File: src/rtl/fazyrv_wb_arb.sv
// fazyrv_wb_arb: two-to-one Wishbone classic arbiter sharing one slave port between imem and dmem
module fazyrv_wb_arb #(
    parameter string PRIO    = "RR",
    parameter int    TIMEOUT = 0
) (
    input  logic        clk_i,
    input  logic        rst_i,
    input  logic        imem_cyc_i,
    input  logic        imem_stb_i,
    input  logic [31:0] imem_adr_i,
    output logic [31:0] imem_dat_o,
    output logic        imem_ack_o,
    input  logic        dmem_cyc_i,
    input  logic        dmem_stb_i,
    input  logic        dmem_we_i,
    input  logic [3:0]  dmem_be_i,
    input  logic [31:0] dmem_adr_i,
    input  logic [31:0] dmem_dat_i,
    output logic [31:0] dmem_dat_o,
    output logic        dmem_ack_o,
    output logic        m_cyc_o,
    output logic        m_stb_o,
    output logic        m_we_o,
    output logic [3:0]  m_be_o,
    output logic [31:0] m_adr_o,
    output logic [31:0] m_dat_o,
    input  logic [31:0] m_dat_i,
    input  logic        m_ack_i,
    output logic        busy_o,
    output logic        timeout_o
);
    localparam int CW = TIMEOUT > 0 ? $clog2(TIMEOUT + 1) : 1;

    typedef enum logic [1:0] {IDLE, GNT_I, GNT_D} state_t;

    state_t        state, state_n;
    logic          last_gnt;
    logic [CW-1:0] cnt;
    logic          req_i, req_d, sel_i, sel_d, expire;

    assign req_i = imem_cyc_i & imem_stb_i;
    assign req_d = dmem_cyc_i & dmem_stb_i;
    assign sel_i = (state == GNT_I) & imem_cyc_i;
    assign sel_d = (state == GNT_D) & dmem_cyc_i;

    assign m_cyc_o = sel_i | sel_d;
    assign m_stb_o = (sel_i & imem_stb_i) | (sel_d & dmem_stb_i);
    assign m_we_o  = sel_d & dmem_we_i;
    assign m_be_o  = sel_i ? 4'hF : sel_d ? dmem_be_i : 4'h0;
    assign m_adr_o = sel_i ? imem_adr_i : sel_d ? dmem_adr_i : 32'h0;
    assign m_dat_o = sel_d ? dmem_dat_i : 32'h0;

    assign expire     = (TIMEOUT > 0) && m_cyc_o && !m_ack_i && (cnt == CW'(TIMEOUT - 1));
    assign imem_ack_o = sel_i & (m_ack_i | expire);
    assign dmem_ack_o = sel_d & (m_ack_i | expire);
    assign imem_dat_o = expire ? 32'h0 : m_dat_i;
    assign dmem_dat_o = expire ? 32'h0 : m_dat_i;
    assign timeout_o  = expire;
    assign busy_o     = state != IDLE;

    // arbitrate in IDLE; release the grant on ack, abort or watchdog expiry
    always_comb begin
        state_n = state;
        if (state == IDLE)
            state_n = (req_i & req_d) ? ((PRIO == "DMEM" || !last_gnt) ? GNT_D : GNT_I) :
                      req_d ? GNT_D : req_i ? GNT_I : IDLE;
        else if (!m_cyc_o || m_ack_i || expire)
            state_n = IDLE;
    end

    // grant state, last granted master (1 = dmem) and watchdog counter
    always_ff @(posedge clk_i or posedge rst_i) begin
        if (rst_i) begin
            state    <= IDLE;
            last_gnt <= 1'b1;
            cnt      <= '0;
        end else begin
            state <= state_n;
            if (state == IDLE && state_n != IDLE)
                last_gnt <= state_n == GNT_D;
            if (state == IDLE)
                cnt <= '0;
            else if (!m_ack_i)
                cnt <= cnt + 1'b1;
        end
    end
endmodule
File: config.mk
export PLATFORM = sky130hd
export DESIGN_NAME = fazyrv_wb_arb
export DESIGN_NICKNAME = d
export VERILOG_FILES = /design/src/rtl/fazyrv_wb_arb.sv
export SDC_FILE = /design/constraint.sdc
export NUM_CORES = 1
export LEC_CHECK = 0
export ABC_AREA = 1
export BUFFER_PORTS_ARGS = -buffer_cell sky130_fd_sc_hd__buf_2
export CAP_MARGIN = 5
export CORE_AREA = 2 2 108 110
export CTS_CLUSTER_SIZE = 25
export DETAILED_ROUTE_END_ITERATION = 8
export DIE_AREA = 0 0 110 112
export PLACE_DENSITY_LB_ADDON = 0.08
export SLEW_MARGIN = 10
export SYNTH_ARGS = -nofsm -noshare
export SYNTH_HDL_FRONTEND = slang
export SYNTH_SLANG_ARGS = --single-unit
File: constraint.sdc
create_clock -name clk_i -period 1.42 [get_ports clk_i]
set_input_delay 0.142 -clock clk_i [delete_from_list [all_inputs] [get_ports clk_i]]
set_output_delay 0.142 -clock clk_i [all_outputs]
set_load 0.03 [all_outputs]
Word level (Yosys, flattened, before mapping) --
Cells that the tools add are included.
Storage, ports and cells: output and inout port bits 139, memory bits (read-only) 0, input port bits 140, latch bits 0, memories kept 0, memory bits (writable) 0, word-level logic and storage cells 34, bits in registers 3
Cells by class: add/sub/neg operators 0, muxes and demuxes 11, reduce and logical (&&, ||, !) cells 6, eq/ne operators 3, bitwise operators 12, div/mod/pow operators 0, shift-type cells 0, multiply operators 0, magnitude comparators 0
Operators with widths (number):
- two-way mux 32 bit | 3
- bitwise AND 1 bit | 10
- two-way mux 2 bit | 5
- two-way mux 4 bit | 2
- == test 2 bit, second input constant | 2
- nonzero test 2 bit | 2
- == test 2 x 1 -> 1 bit, second input constant | 1
- logical NOT 2 bit | 1
- OR 1 bit | 2
- logical AND 1 bit | 1
- logical NOT 1 bit | 1
- logical OR 1 bit | 1
- two-way mux 1 bit | 1

Longest topological paths before layout --
Gate-level depths: netlist of run 1.
depth after elaboration 9, mapped depth 6, gate-level depth less buffers 6

Least setup slack after synthesis of run 1 --
No wires, ideal clock.
path kind reg2out, from reg state[1], to out m_dat_o[22], data required time 1.278 ns, cell stages (with the launch flop) 6, arrival time 1.154 ns, path slack 0.124 ns, buffers on the path 1, cells stage by stage dfrtp_1 -> nand2_1 -> inv_2 -> nand2_2 -> buf_2 -> nor2_1
Between the ends: cells in the longest elaborated chain, start to end 3
RTL lines:
- start: declaration | RTL line 36 | state_t state, state_n;
- start signal: assignment | RTL line 78 | state <= state_n;
- == test 2 bit | RTL line 44 | assign sel_d = (state == GNT_D) & dmem_cyc_i;
- bitwise AND 1 bit | RTL line 44
- two-way mux 32 bit | RTL line 51 | assign m_dat_o = sel_d ? dmem_dat_i : 32'h0;
- end: declaration | RTL line 26 | output logic [31:0] m_dat_o,
No other way between the ends.

Worst setup path after layout of run 1 --
from reg state[1], to out m_dat_o[13]
The elaborated chain is that of the path after synthesis.

==> out/results.txt, run 1 <==
Total area of multi-input combinational cells: 1100 µm². The first-pass GRT wire length was 10300 µm. The total nets after synthesis was 431; the total count of hold-check failures in the final report was 0. Power density normalized to cell area: 587 nW/µm². The worst setup path is launched from a register. The tools report the end point of the most critical hold path as state[1]. Max-cap violations in this run came to 0. Summed over all nets, the half-perimeter wirelength after detailed placement is 4920 µm. Counting the fill cells in the layout gives 1236. The detail route stage leaves a number of antenna-violating nets equal to 0.

Summing the areas of all fa, ha and maj instances in the mapped netlist gives 0% of the synthesized area. The final cell area excluding filler cells is 3260 µm². Setup repair after global routing could not meet its margin everywhere. Yosys mapped the design onto 16 distinct sky130hd cell types. Clock-pin slew was measured on the worst setup and hold paths at 0.03 ns. For the worst hold slack across all endpoints, the log shows 0.254 ns.

The final critical path takes up 105% of the cycle. Cells with a size suffix above 1 make up 71.7% of the layout. For the total wire length after detailed routing, the log shows 7570 µm. The setup path with the least slack is of type reg -> out. The endpoint type of the worst setup path is an output pin. The register area share after synthesis was 4.92%; the final antenna diode count was 0.

The core region is 11200 µm². The internal power contribution was 1.06 mW. The synthesized netlist devotes 44.6% of its cell area to simple gates. Leakage power: 1.78 nW.

Subtracting the final worst setup slack from the clock period gives 1.49 ns. Across the routed clock network, the largest skew measured is 0.00264 ns. In this run the most critical hold path is launched from dmem_cyc_i. The number of nets in the finished design was 554; the die area was 12300 µm². For the deepest level of the CTS H-tree, the log shows 1.

The total number of vias is 2213, and the average cell area after synthesis is 5.34 µm². Of the total power, registers draw 6.9%. The logs give -0.0686 ns for the post-route worst setup slack and 1.35 ns for the arrival time at the worst endpoint. The worst register-to-register path begins at state[1]. The die is 112 µm tall.

The peak per-stage delay on the critical path came out at 0.40 ns. The buffer cell driving the clock tree root was sky130_fd_sc_hd__clkbuf_16. Dividing the detail-routed wire length by the instance count gives 13.6 µm.

279 I/O pins were placed. The fraction of synthesized area in multiplexers came out at 0%. For the number of DRC markers after the initial detailed-route iteration, the log shows 68. Traced cell by cell, the critical path runs through nand2_2 -> clkinv_4 -> nand2_8 -> buf_12 -> nor2_1 -> buf_4.

The initialized floorplan defines 39 standard-cell rows. After synthesis, the largest family of logic cells by area is buffers and inverters. Share of total power consumed by net switching: 44.9%. Per report_power, the combinational group accounts for 69.9% of the total.

The synthesized design contains 3 register bits. After global routing the overflow that remains totals 0. Across all register-to-register paths, the minimum setup slack is 0.36 ns. In this run the tool buffered the top-level ports with 181 buffer cells.

The number of buffers on the longest clock path is 2, and the cell count along the critical path is 6. The synthesized cell area was 1550 µm². The width of the die is 110 µm, and the growth of design area from synthesis to finish is 110%. The count of cells along the worst hold path was 3.

In this run the critical register-to-register path is captured at state[0]. The number of slew-limit violations in the final report is 0. Setup violations remaining at the end of the flow were counted as 71. The count of TritonRoute iterations in the first routing pass was 4.

The final core utilization is 29.2%, and the sum of buffers and inverters on the critical path is 3. The run gives 2165 as the via count of the first global-routing pass. In the global route stage, overall resource usage came out at 10.5%. The run finished, with violations left. After Yosys synthesis, XOR and XNOR cells account for 0% of the synthesized area. TritonCTS built the clock tree. The maximum number of pins on one net before global-route repair is 36.

The checks that failed: negative setup slack. TritonCTS created 3 clock buffers. The number of clock sinks is 3. Synthesis handed over a netlist of 291 instances.

Across the whole layout, storage elements account for 76.3 µm². At the later pin of the worst-skew pair, clock insertion delay measures 0.22 ns. The initial antenna violation count was 0. The starting density of the core came out at 13.9%. In the routed design, unresolved DRC markers number 0. Final sum of negative setup slack: -2.11 ns. Peak fanout along the critical path: 18. Yosys printed 0 warnings. At the worst endpoint, the required time is 1.28 ns.

Summing the areas of all compound-gate instances in the mapped netlist gives 0.645% of the synthesized area. The clock network is responsible for 23.3% of the overall power. The highest achievable clock rate is 672 MHz. In this run the worst hold path is classified as in -> reg.

The logs give 0.697 for the global placement routability congestion and 858 µW for the net switching power. On the critical path the largest part of the delay comes from buffers and inverters. The critical path's slowest cell was sky130_fd_sc_hd__dfrtp_1. Summing all placed instances gives a cell area of 2160 µm². In the routed layout, each cell is associated on average with a via count of 3.98. Measured in cells, the most critical reg-to-reg path has a length of 4. The run gives 270 µV as the worst-case vdd ir drop.
[power groups by stage]
stage	registers [mW]	logic, mW	clock network [mW]
global route	0.135	1.44	0.460
global placement	0.130	0.942	0
finish	0.131	1.34	0.445
floorplan	0.126	0.896	0
CTS	0.130	1.18	0.453
detailed placement	0.129	0.929	0
[layout make-up]
| class | count | area share, % |
|---|---|---|
| Clock buffer | 4 | 2.42 |
| Inverter | 44 | 5.56 |
| Multi-Input combinational cell | 162 | 33.8 |
| Sequential cell | 3 | 2.34 |
| Tap cell | 143 | 5.49 |
| Timing Repair Buffer | 200 | 50.4 |
[synth_stat cells]
master | instances | area [µm²]
sky130_fd_sc_hd__nand3_1 | 71 | 355
sky130_fd_sc_hd__clkbuf_1 | 1 | 3.75
sky130_fd_sc_hd__dfstp_2 | 1 | 26.3
sky130_fd_sc_hd__buf_6 | 4 | 45.0
sky130_fd_sc_hd__conb_1 | 1 | 3.75
sky130_fd_sc_hd__nand2_2 | 1 | 6.26
sky130_fd_sc_hd__buf_4 | 68 | 510
sky130_fd_sc_hd__o21ai_0 | 2 | 10.0
sky130_fd_sc_hd__nand4_1 | 2 | 12.5
sky130_fd_sc_hd__inv_1 | 41 | 154
sky130_fd_sc_hd__clkinv_1 | 2 | 7.51
sky130_fd_sc_hd__dfrtp_1 | 2 | 50.1
sky130_fd_sc_hd__buf_2 | 9 | 45.0
sky130_fd_sc_hd__nor2_1 | 38 | 143
sky130_fd_sc_hd__inv_2 | 1 | 3.75
sky130_fd_sc_hd__nand2_1 | 47 | 176
[metrics by stage]
stage	std cells	power [mW]	setup WS [ns]
after floorplan	291	1.02	0.124
after global placement	541	1.07	0.0453
after detailed placement	541	1.06	0.0470
after CTS	552	1.77	-0.0415
after global routing	556	2.03	-0.135
final	556	1.91	-0.0686
[sequential cells by signal, summed over array words and instances (netlist names)]
signal / count
last_gnt: 1
state: 2
[worst max path at each step]
stage,end,from
floorplan,m_dat_o[22],state[1]
global placement,m_dat_o[15],state[1]
detailed placement,m_dat_o[15],state[1]
CTS,m_dat_o[2],state[1]
global route,m_dat_o[19],state[1]
finish,m_dat_o[13],state[1]
[worst register-to-register path, stage by stage (launching register included)]
cell and delay, ns:
sky130_fd_sc_hd__dfrtp_1 0.40, sky130_fd_sc_hd__clkinv_2 0.16, sky130_fd_sc_hd__buf_12 0.20, sky130_fd_sc_hd__nand4_1 0.09, sky130_fd_sc_hd__o21ai_0 0.09
[what timing repair did]
action	4_1_cts	5_1_grt
hold buffers	1	0
resized for setup	141	106
pin swaps	19	21
endpoints found under the hold margin	3	0
setup buffers	3	0
endpoints found under the setup margin	73	73
cloned	3	4
[cells in the final DEF (no fill, tap or decap), types with 2 or more instances in the layout]
cell	instances
sky130_fd_sc_hd__buf_12	7
sky130_fd_sc_hd__buf_16	3
sky130_fd_sc_hd__buf_2	108
sky130_fd_sc_hd__buf_4	22
sky130_fd_sc_hd__buf_6	56
sky130_fd_sc_hd__clkbuf_16	6
sky130_fd_sc_hd__dfrtp_1	2
sky130_fd_sc_hd__inv_1	40
sky130_fd_sc_hd__nand2_1	20
sky130_fd_sc_hd__nand2_2	26
sky130_fd_sc_hd__nand3_1	32
sky130_fd_sc_hd__nand3_2	34
sky130_fd_sc_hd__nand3_4	5
sky130_fd_sc_hd__nand4_1	2
sky130_fd_sc_hd__nor2_1	16
sky130_fd_sc_hd__nor2_2	18
sky130_fd_sc_hd__nor2_4	4
sky130_fd_sc_hd__o21ai_0	2
[routing by layer]
metal / GRT usage (%) / vias to the layer above / share of wire [%]
met5: 0 / - / 0
met4: 2.78 / 0 / 1.8
li1: - / 1069 / -
met2: 19.9 / 121 / 54
met3: 2.40 / 21 / 9.5
met1: 11.3 / 1002 / 35
[cells by family (layout without fill, tap and decap cells)]
kind of cell	count (synthesis)	in the layout
compound gates	2	2
buf+inv	126	248
flops	3	3
other cells	1	1
simple gates	159	159
Power figures use the tool's default switching activity.
==> inputs of run 2 (changes only) <==
- SKIP_LAST_GASP: not set -> 1
==> run 2 against run 1 <==
Against the previous run: the flow still finishes with violations (negative setup slack); power is 9.5% lower; clock power barely moved; sequential power about the same; combinational power down 13%; sequential cell count unchanged; via count shrank 3.8%; fmax rose by 0.22%; non-clock buffer count decreased by 2; utilization decreased by 4.5 points; clock-buffer cell count stayed put; cell area decreased by 15%; critical endpoint unchanged; largest power group unchanged.
==> out/results.txt, run 2 (same netlist as run 1, synthesis figures left out) <==
The tools report the number of buffers created by CTS as 3. For the post-route worst setup slack, the log shows -0.0654 ns. STA classifies the critical path startpoint as a register. The first TritonRoute pass finished after 4 iterations.

Max-cap violations in this run came to 0. The HPWL after detailed placement is 4920 µm. Setup violations remaining at the end of the flow were counted as 71. In this run the critical register-to-register path is captured at state[1]. For this run, design rule violations remaining after detail routing come to 0. Across the whole layout, storage elements account for 76.3 µm². The die area came out at 12300 µm². Global placement routability congestion: 0.697. The endpoint type of the worst setup path was an output pin. The multi-input combinational cells in the finished layout cover a total of 813 µm². In the global route stage, overall resource usage came out at 10.3%. Final cell area excluding filler cells: 2760 µm². The worst path needs 1.49 ns of the cycle, external delays included.

The logs give 24.7% for the final core utilization and 552 for the number of nets in the finished design. The number of rows created at floorplan was 39. After global routing the overflow that remains totals 0.

The via count of the first global-routing pass is 2108. The slowest stage of the critical path is the sky130_fd_sc_hd__dfrtp_1 cell. The core area is 11200 µm², and the arrival time at the worst endpoint is 1.34 ns.

The peak per-stage delay on the critical path was 0.41 ns. Clock tree synthesis found a total of 3 sinks. The worst clock skew was 0.00270 ns. The flow ran to the end, but the final reports show violations. Via-per-instance ratio: 3.84.

The critical path runs through a total of 6 cells. For this run, the top clock speed supported by timing is 673 MHz. The largest registers in the layout are state (2), last_gnt (1). After filler insertion, the fill cell instance count of the layout stands at 1268. The clock reaches the later pin of the worst-skew pair after 0.22 ns. For the first-pass GRT wire length, the log shows 10000 µm. Setup repair after global routing could not meet its margin everywhere. Along the worst hold path, the cell count comes to 3. After detailed routing, the total wire length is 7000 µm. The width of the die is 110 µm, and the power density normalized to cell area is 627 nW/µm². For the starting density of the core, the log shows 13.9%. The register with the most flip-flops was state.

The path class of the tightest hold or removal check is in -> reg. The number of nets still failing antenna checks after routing came out at 0. The cell family with the largest share of critical-path delay was buffers and inverters. The critical path goes through nand2_2 -> clkinv_4 -> nand2_8 -> buf_12 -> nor2_1 -> buf_4. The growth of design area from synthesis to finish came out at 77.8%. The total number of vias is 2129. The category of the most critical setup path is reg -> out.

The first routing iteration left 78 violations. Number of port buffers: 181. TritonCTS built the clock tree. The number of buffers and inverters on the critical path is 3.

Clock-pin slew was measured on the worst setup and hold paths at 0.03 ns. Number of slew-limit violations in the final report: 0. For the total count of hold-check failures in the final report, the log shows 0. The final reports fail on negative setup slack.

The share of the clock period used by the worst path was 105%; the routed wirelength normalized by instance count was 12.6 µm. The floorplan step set the die height to 112 µm. 279 I/O pins were placed.

Leaving out fill and tap cells, the most frequent cell in the layout is sky130_fd_sc_hd__buf_2. Counting along the longest clock path gives a buffer depth of 2. The logs give 0 for the initial antenna violation count and 0 for the final antenna diode count. The worst hold path terminates at state[1].

For the worst setup path, the data required time is 1.28 ns. Final hold analysis gives a worst-case slack of 0.253 ns. The tools report the launch point of the worst hold path as dmem_cyc_i. For this design the static power due to leakage is 1.71 nW.

The setup check on the worst reg-to-reg path leaves a slack of 0.37 ns. Once placement finished, the instance area stood at 2160 µm². Of the cells placed in the final design, the portion with a size suffix greater than 1 is 55.5%. The reg-to-reg startpoint was state[1]. The library cells used most frequently in the layout, excluding fill and tap cells, are sky130_fd_sc_hd__buf_2 (108), sky130_fd_sc_hd__nand3_1 (68), sky130_fd_sc_hd__buf_4 (62). Pre-CTS setup slack: 0.0470 ns. The cell count after placement was 541; the deepest level of the CTS H-tree was 1. CTS placed an instance of sky130_fd_sc_hd__clkbuf_16 at the clock tree root.

Excluding fillers, the count of instances in the completed layout stands at 554. Entering global routing, the biggest net connects 36 pins. The peak fanout along the critical path was 18; the number of flip-flops in the largest register was 2. IR analysis of the VDD net gives a maximum drop of 273 µV.

The count of cells along the worst register-to-register path came out at 4.
run 2: area by class of cell:
cell class                 instances  area share (%)
clock buffer                       4            2.85
inverter                          44            6.48
multi-input combinational        162            29.5
sequential                         3            2.76
tap                              143            6.48
timing repair buffer             198            52.0
run 2: timing repair:
item,4_1_cts,5_1_grt
buffers inserted,3,0
setup endpoints to repair,73,74
hold endpoints to repair,3,0
resized for setup,96,37
hold buffers,1,0
pin swaps,1,2
cloned,3,2
run 2: tightest hold or removal path, delay by kind of cell:
| kind | cells | cell delay (ns) |
|---|---|---|
| simple gates | 1 | 0.09 |
| buf+inv | 1 | 0.12 |
| compound gates | 1 | 0.08 |
run 2: metrics by stage:
| step | power, mW | TNS [ns] |
|---|---|---|
| after floorplan | 1.02 | 0 |
| after global placement | 1.07 | 0 |
| after detailed placement | 1.06 | 0 |
| after CTS | 1.69 | -2.73 |
| after global routing | 1.85 | -7.69 |
| final | 1.73 | -2.38 |
run 2: routing by layer:
| layer | share of wire, % | wire length [µm] | GRT usage [%] | vias to the layer above |
|---|---|---|---|---|
| met1 | 38 | 2640 | 11.5 | 923 |
| met4 | 1.9 | 133 | 2.78 | 0 |
| met3 | 10 | 701 | 1.99 | 21 |
| met2 | 50 | 3520 | 19.3 | 121 |
| met5 | 0 | 0 | 0 | - |
| li1 | - | - | - | 1064 |
run 2: worst max path at each step:
stage | start | to | slack (ns)
after floorplan | state[1] | m_dat_o[22] | 0.12
after global placement | state[1] | m_dat_o[15] | 0.05
after detailed placement | state[1] | m_dat_o[15] | 0.05
after CTS | state[1] | m_dat_o[2] | -0.06
after global routing | state[1] | m_dat_o[25] | -0.15
final | state[1] | m_dat_o[13] | -0.07
run 2: report_power, final:
group          switching (mW)  internal [mW]  leakage [nW]  total, mW
clock                  0.0743          0.370        0.0382      0.445
combinational           0.677          0.479          1.64       1.16
sequential             0.0179          0.113        0.0370      0.131
total                   0.770          0.963          1.71       1.73
==> inputs of run 3 (changes only) <==
- ABC_AREA: 1 -> not set
- CORE_AREA: 2 2 108 110 -> 2 2 109 111
- DIE_AREA: 0 0 110 112 -> 0 0 111 113
==> run 3 against run 2 <==
Against the previous run: the run still ends with negative setup slack left; critical endpoint is now m_cyc_o; register-to-register slack got worse by 0.18 ns; synthesized area fell by 12%; final cell count is 21% lower; non-clock buffer count decreased by 2; utilization down 4.9 points.
==> out/results.txt, run 3 <==
The via count of the first global-routing pass is 1471, and the peak fanout along the critical path is 25. After synthesis the netlist holds a flip-flop and latch count of 3. For this design the total switching power over the nets is 503 µW.

The global placement routability congestion was 0.744; the clock latency on the worst-skew pair was 0.22 ns. The starting density of the core was 12.1%; the final non-filler cell total was 435. The logs give -13.39 ns for the final sum of negative setup slack and 26 for the maximum number of pins on one net before global-route repair.

A synthesized cell averages 8.02 µm². For the deepest level of the CTS H-tree, the log shows 1. The buffer cell driving the clock tree root is sky130_fd_sc_hd__clkbuf_16. Endpoint of the most critical register-to-register path: last_gnt.

After clock tree synthesis, the clock-pin slew on the worst setup and hold paths is 0.03 ns. The run gives 2 as the number of buffers on the longest clock path. The flow ran to the end, but the final reports show violations. Total number of vias: 1560. The library cell occupying the most area in the post-synthesis netlist was sky130_fd_sc_hd__buf_4.

In this run the biggest area consumer among cell types represents 36.4% of the synthesized area. The checks that failed: negative setup slack. Cell internal power was estimated by the tool at 841 µW.

Initial antenna violation count: 0. STA classifies the critical path endpoint as an output pin. In the final layout, the registers with the most flip-flops are state (2), last_gnt (1). The die is 111 µm wide. The post-route netlist has 70.2% of its cells at a drive strength greater than 1. The tools report the count of TritonRoute iterations in the first routing pass as 2.

TritonCTS built the clock tree. The total nets after synthesis is 310. After detailed routing, the number of vias per cell comes to 3.59. After technology mapping, the gate count stands at 170. The final cell area excluding filler cells was 2240 µm². Leaving out fill and tap cells, the most frequent cells in the layout are sky130_fd_sc_hd__buf_2 (135), sky130_fd_sc_hd__buf_4 (46), sky130_fd_sc_hd__and2_1 (35).

The time the worst path needs with I/O delays and setup is 1.64 ns, and the number of nets in the finished design is 433. Share of total power in combinational logic: 58.5%. The number of port buffers is 181. The worst setup path is launched from a register. The tools report the number of buffers created by CTS as 3. Row generation in the floorplan step produced 39 rows.

The synthesized design contains 0 enable-type register cells. The tools report the total count of hold-check failures in the final report as 0. The total wire length after detailed routing is 5330 µm. Net switching is 37.4% of the power. Number of nets still failing antenna checks after routing: 0.

The register with the most flip-flops was state. The tools report the final antenna diode count as 0. Measured along the y axis, the die boundary spans 113 µm.

The logs give 1285 for the number of fill cells in the layout and 0 for the number of max-cap violations. Setup slack on the worst reg-to-reg path comes out at 0.19 ns. The setup path with the least slack is of type reg -> out. The region available for standard cell placement spans 11300 µm². Of all flip-flops after synthesis, the portion carrying an async set or reset was 100%. Count of cells along the worst register-to-register path: 4.

The register with the most flip-flops in the layout has 2 of them. The clock drives 3 sinks. The logs give 0 for the count of unresolved DRC violations after routing and 0.000639 ns for the worst clock skew. In this run the cell area measured after placement is 1950 µm². Static timing analysis puts the maximum clock frequency at 610 MHz.

Compared with the post-synthesis result, the final layout area differs by 64.2%. Class of the worst hold path: in -> reg. The total setup violations reported at the end of the flow was 74. The die area was 12500 µm²; the cell count after placement was 424.

Final hold analysis gives a worst-case slack of 0.188 ns. Data on the critical path is required at its endpoint by 1.28 ns. The run gives 4510 µm as the total half-perimeter wirelength after legalization and detailed placement. The first global-routing pass estimated 7550 µm of wire. By area the synthesized netlist is led by sky130_fd_sc_hd__buf_4 (36%), sky130_fd_sc_hd__a22o_1 (21%), sky130_fd_sc_hd__and2_1 (16%).

Most common cell after layout, fill and taps aside: sky130_fd_sc_hd__buf_2. Setup repair after global routing could not meet its margin everywhere. For the worst-case vdd ir drop, the log shows 475 µV. The start point of the critical path is state[1]. The worst register-to-register path begins at state[1].

The library cell with the highest instance count after synthesis is sky130_fd_sc_hd__buf_4. After detailed routing, the average wire length per cell comes to 12.2 µm. Share of the clock period used by the worst path: 115%. The endpoint of the most critical setup path is m_cyc_o. For this design the ratio of total power to cell area is 601 nW/µm². Sequential cells were found to cover 5.60% of the synthesized design area. The leakage power was 1.32 nW; the relative contribution of the clock network to total power was 32.9%. In the synthesized netlist the dominant register cell turns out to be sky130_fd_sc_hd__dfrtp_1.

Synthesis instantiated 21 different standard cells from the library. The number of slew-limit violations in the final report was 0. Summed over all layers, the global routing overflow is 0. Data on the critical path arrives at its endpoint at 1.50 ns. The Yosys step of the flow raised 0 warnings. 279 I/O pins were placed. In this run, the number of DRC markers left after iteration 0 of detailed routing was 17.

Summing every instance area after synthesis gives 1360 µm². After synthesis, the most frequently instantiated cells are sky130_fd_sc_hd__buf_4 (66), sky130_fd_sc_hd__and2_1 (35), sky130_fd_sc_hd__a22o_1 (33). The run gives -0.219 ns as the post-route worst setup slack. The run gives 7.35% as the global-route total usage across every layer. For the register share of total power, the log shows 8.6%.
[run 3: cell count changes after synthesis, moves of 6 or more]
cell	delta
sky130_fd_sc_hd__nand3_1	-71
sky130_fd_sc_hd__nand2_1	-47
sky130_fd_sc_hd__inv_1	-38
sky130_fd_sc_hd__nor2_1	-38
sky130_fd_sc_hd__and2_1	+35
sky130_fd_sc_hd__a22o_1	+33
sky130_fd_sc_hd__buf_2	-6
[run 3: cells by family (layout without fill, tap and decap cells)]
group                  count (synthesis)  after routing  share of synthesized area [%]
muxes                                  1              1                          0.826
buffers and inverters                 81            203                           45.7
and+or+nand+nor                       45             45                           22.4
AOI/OAI and AO/OA                     39             39                           25.2
DFF                                    3              3                           5.60
other                                  1              1                          0.275
[run 3: layout make-up]
cell class / instances / area [µm²] / share of cell area, %
inverter: 3 / 11.3 / 0.503
timing repair buffer: 196 / 1230 / 54.8
tap: 143 / 179 / 8.00
clock buffer: 4 / 78.8 / 3.52
multi-input combinational: 86 / 666 / 29.8
sequential: 3 / 76.3 / 3.41
[run 3: worst min path at each step]
stage | endpoint | cells after the start | slack (ns) | start
after CTS | state[1] | 3 | 0.19 | dmem_cyc_i
after global placement | state[0] | 2 | 0.02 | rst_i
after global routing | state[1] | 3 | 0.21 | dmem_cyc_i
after detailed placement | state[1] | 2 | 0.01 | rst_i
after floorplan | state[0] | 1 | -0.11 | rst_i
final | state[1] | 3 | 0.19 | dmem_cyc_i
[run 3: worst max-delay path, stage by stage, from the launching register on]
cell and delay (ns):
sky130_fd_sc_hd__dfrtp_1 0.39, sky130_fd_sc_hd__and3b_2 0.22, sky130_fd_sc_hd__buf_4 0.14, sky130_fd_sc_hd__buf_12 0.14
sky130_fd_sc_hd__or2_1 0.20, sky130_fd_sc_hd__buf_4 0.17
[run 3: power by group through the flow]
| stage | Combinational [mW] | Sequential (mW) | Clock [mW] |
|---|---|---|---|
| 2_1_floorplan | 0.783 | 0.115 | 0 |
| 3_3_place_gp | 0.741 | 0.116 | 0 |
| 3_5_place_dp | 0.733 | 0.117 | 0 |
| 4_1_cts | 0.771 | 0.116 | 0.451 |
| 5_1_grt | 0.844 | 0.118 | 0.468 |
| 6_report | 0.787 | 0.115 | 0.442 |
[run 3: per-layer routing]
metal	wire length [µm]	vias to the layer above	GRT usage, %
met5	0	-	0
met4	152	0	3.00
met3	587	19	2.62
met2	2890	96	14.5
met1	1700	688	6.81
li1	-	757	-
[run 3: what timing repair did]
| item | CTS | global route |
|---|---|---|
| buffers inserted | 0 | 4 |
| hold endpoints to repair | 3 | 0 |
| pin swaps | 0 | 1 |
| endpoints found under the setup margin | 73 | 73 |
| gates cloned | 0 | 2 |
| hold buffers | 1 | 0 |
| gates resized for setup | 46 | 6 |
[run 3: metrics by stage]
| stage | power, mW | util, % | setup WS [ns] |
|---|---|---|---|
| 2_1_floorplan | 0.898 | - | 0.0788 |
| 3_3_place_gp | 0.858 | 17.3 | -0.0130 |
| 3_5_place_dp | 0.850 | 17.3 | -0.0139 |
| 4_1_cts | 1.34 | 19.1 | -0.198 |
| 5_1_grt | 1.43 | 19.8 | -0.279 |
| 6_report | 1.34 | 19.8 | -0.219 |
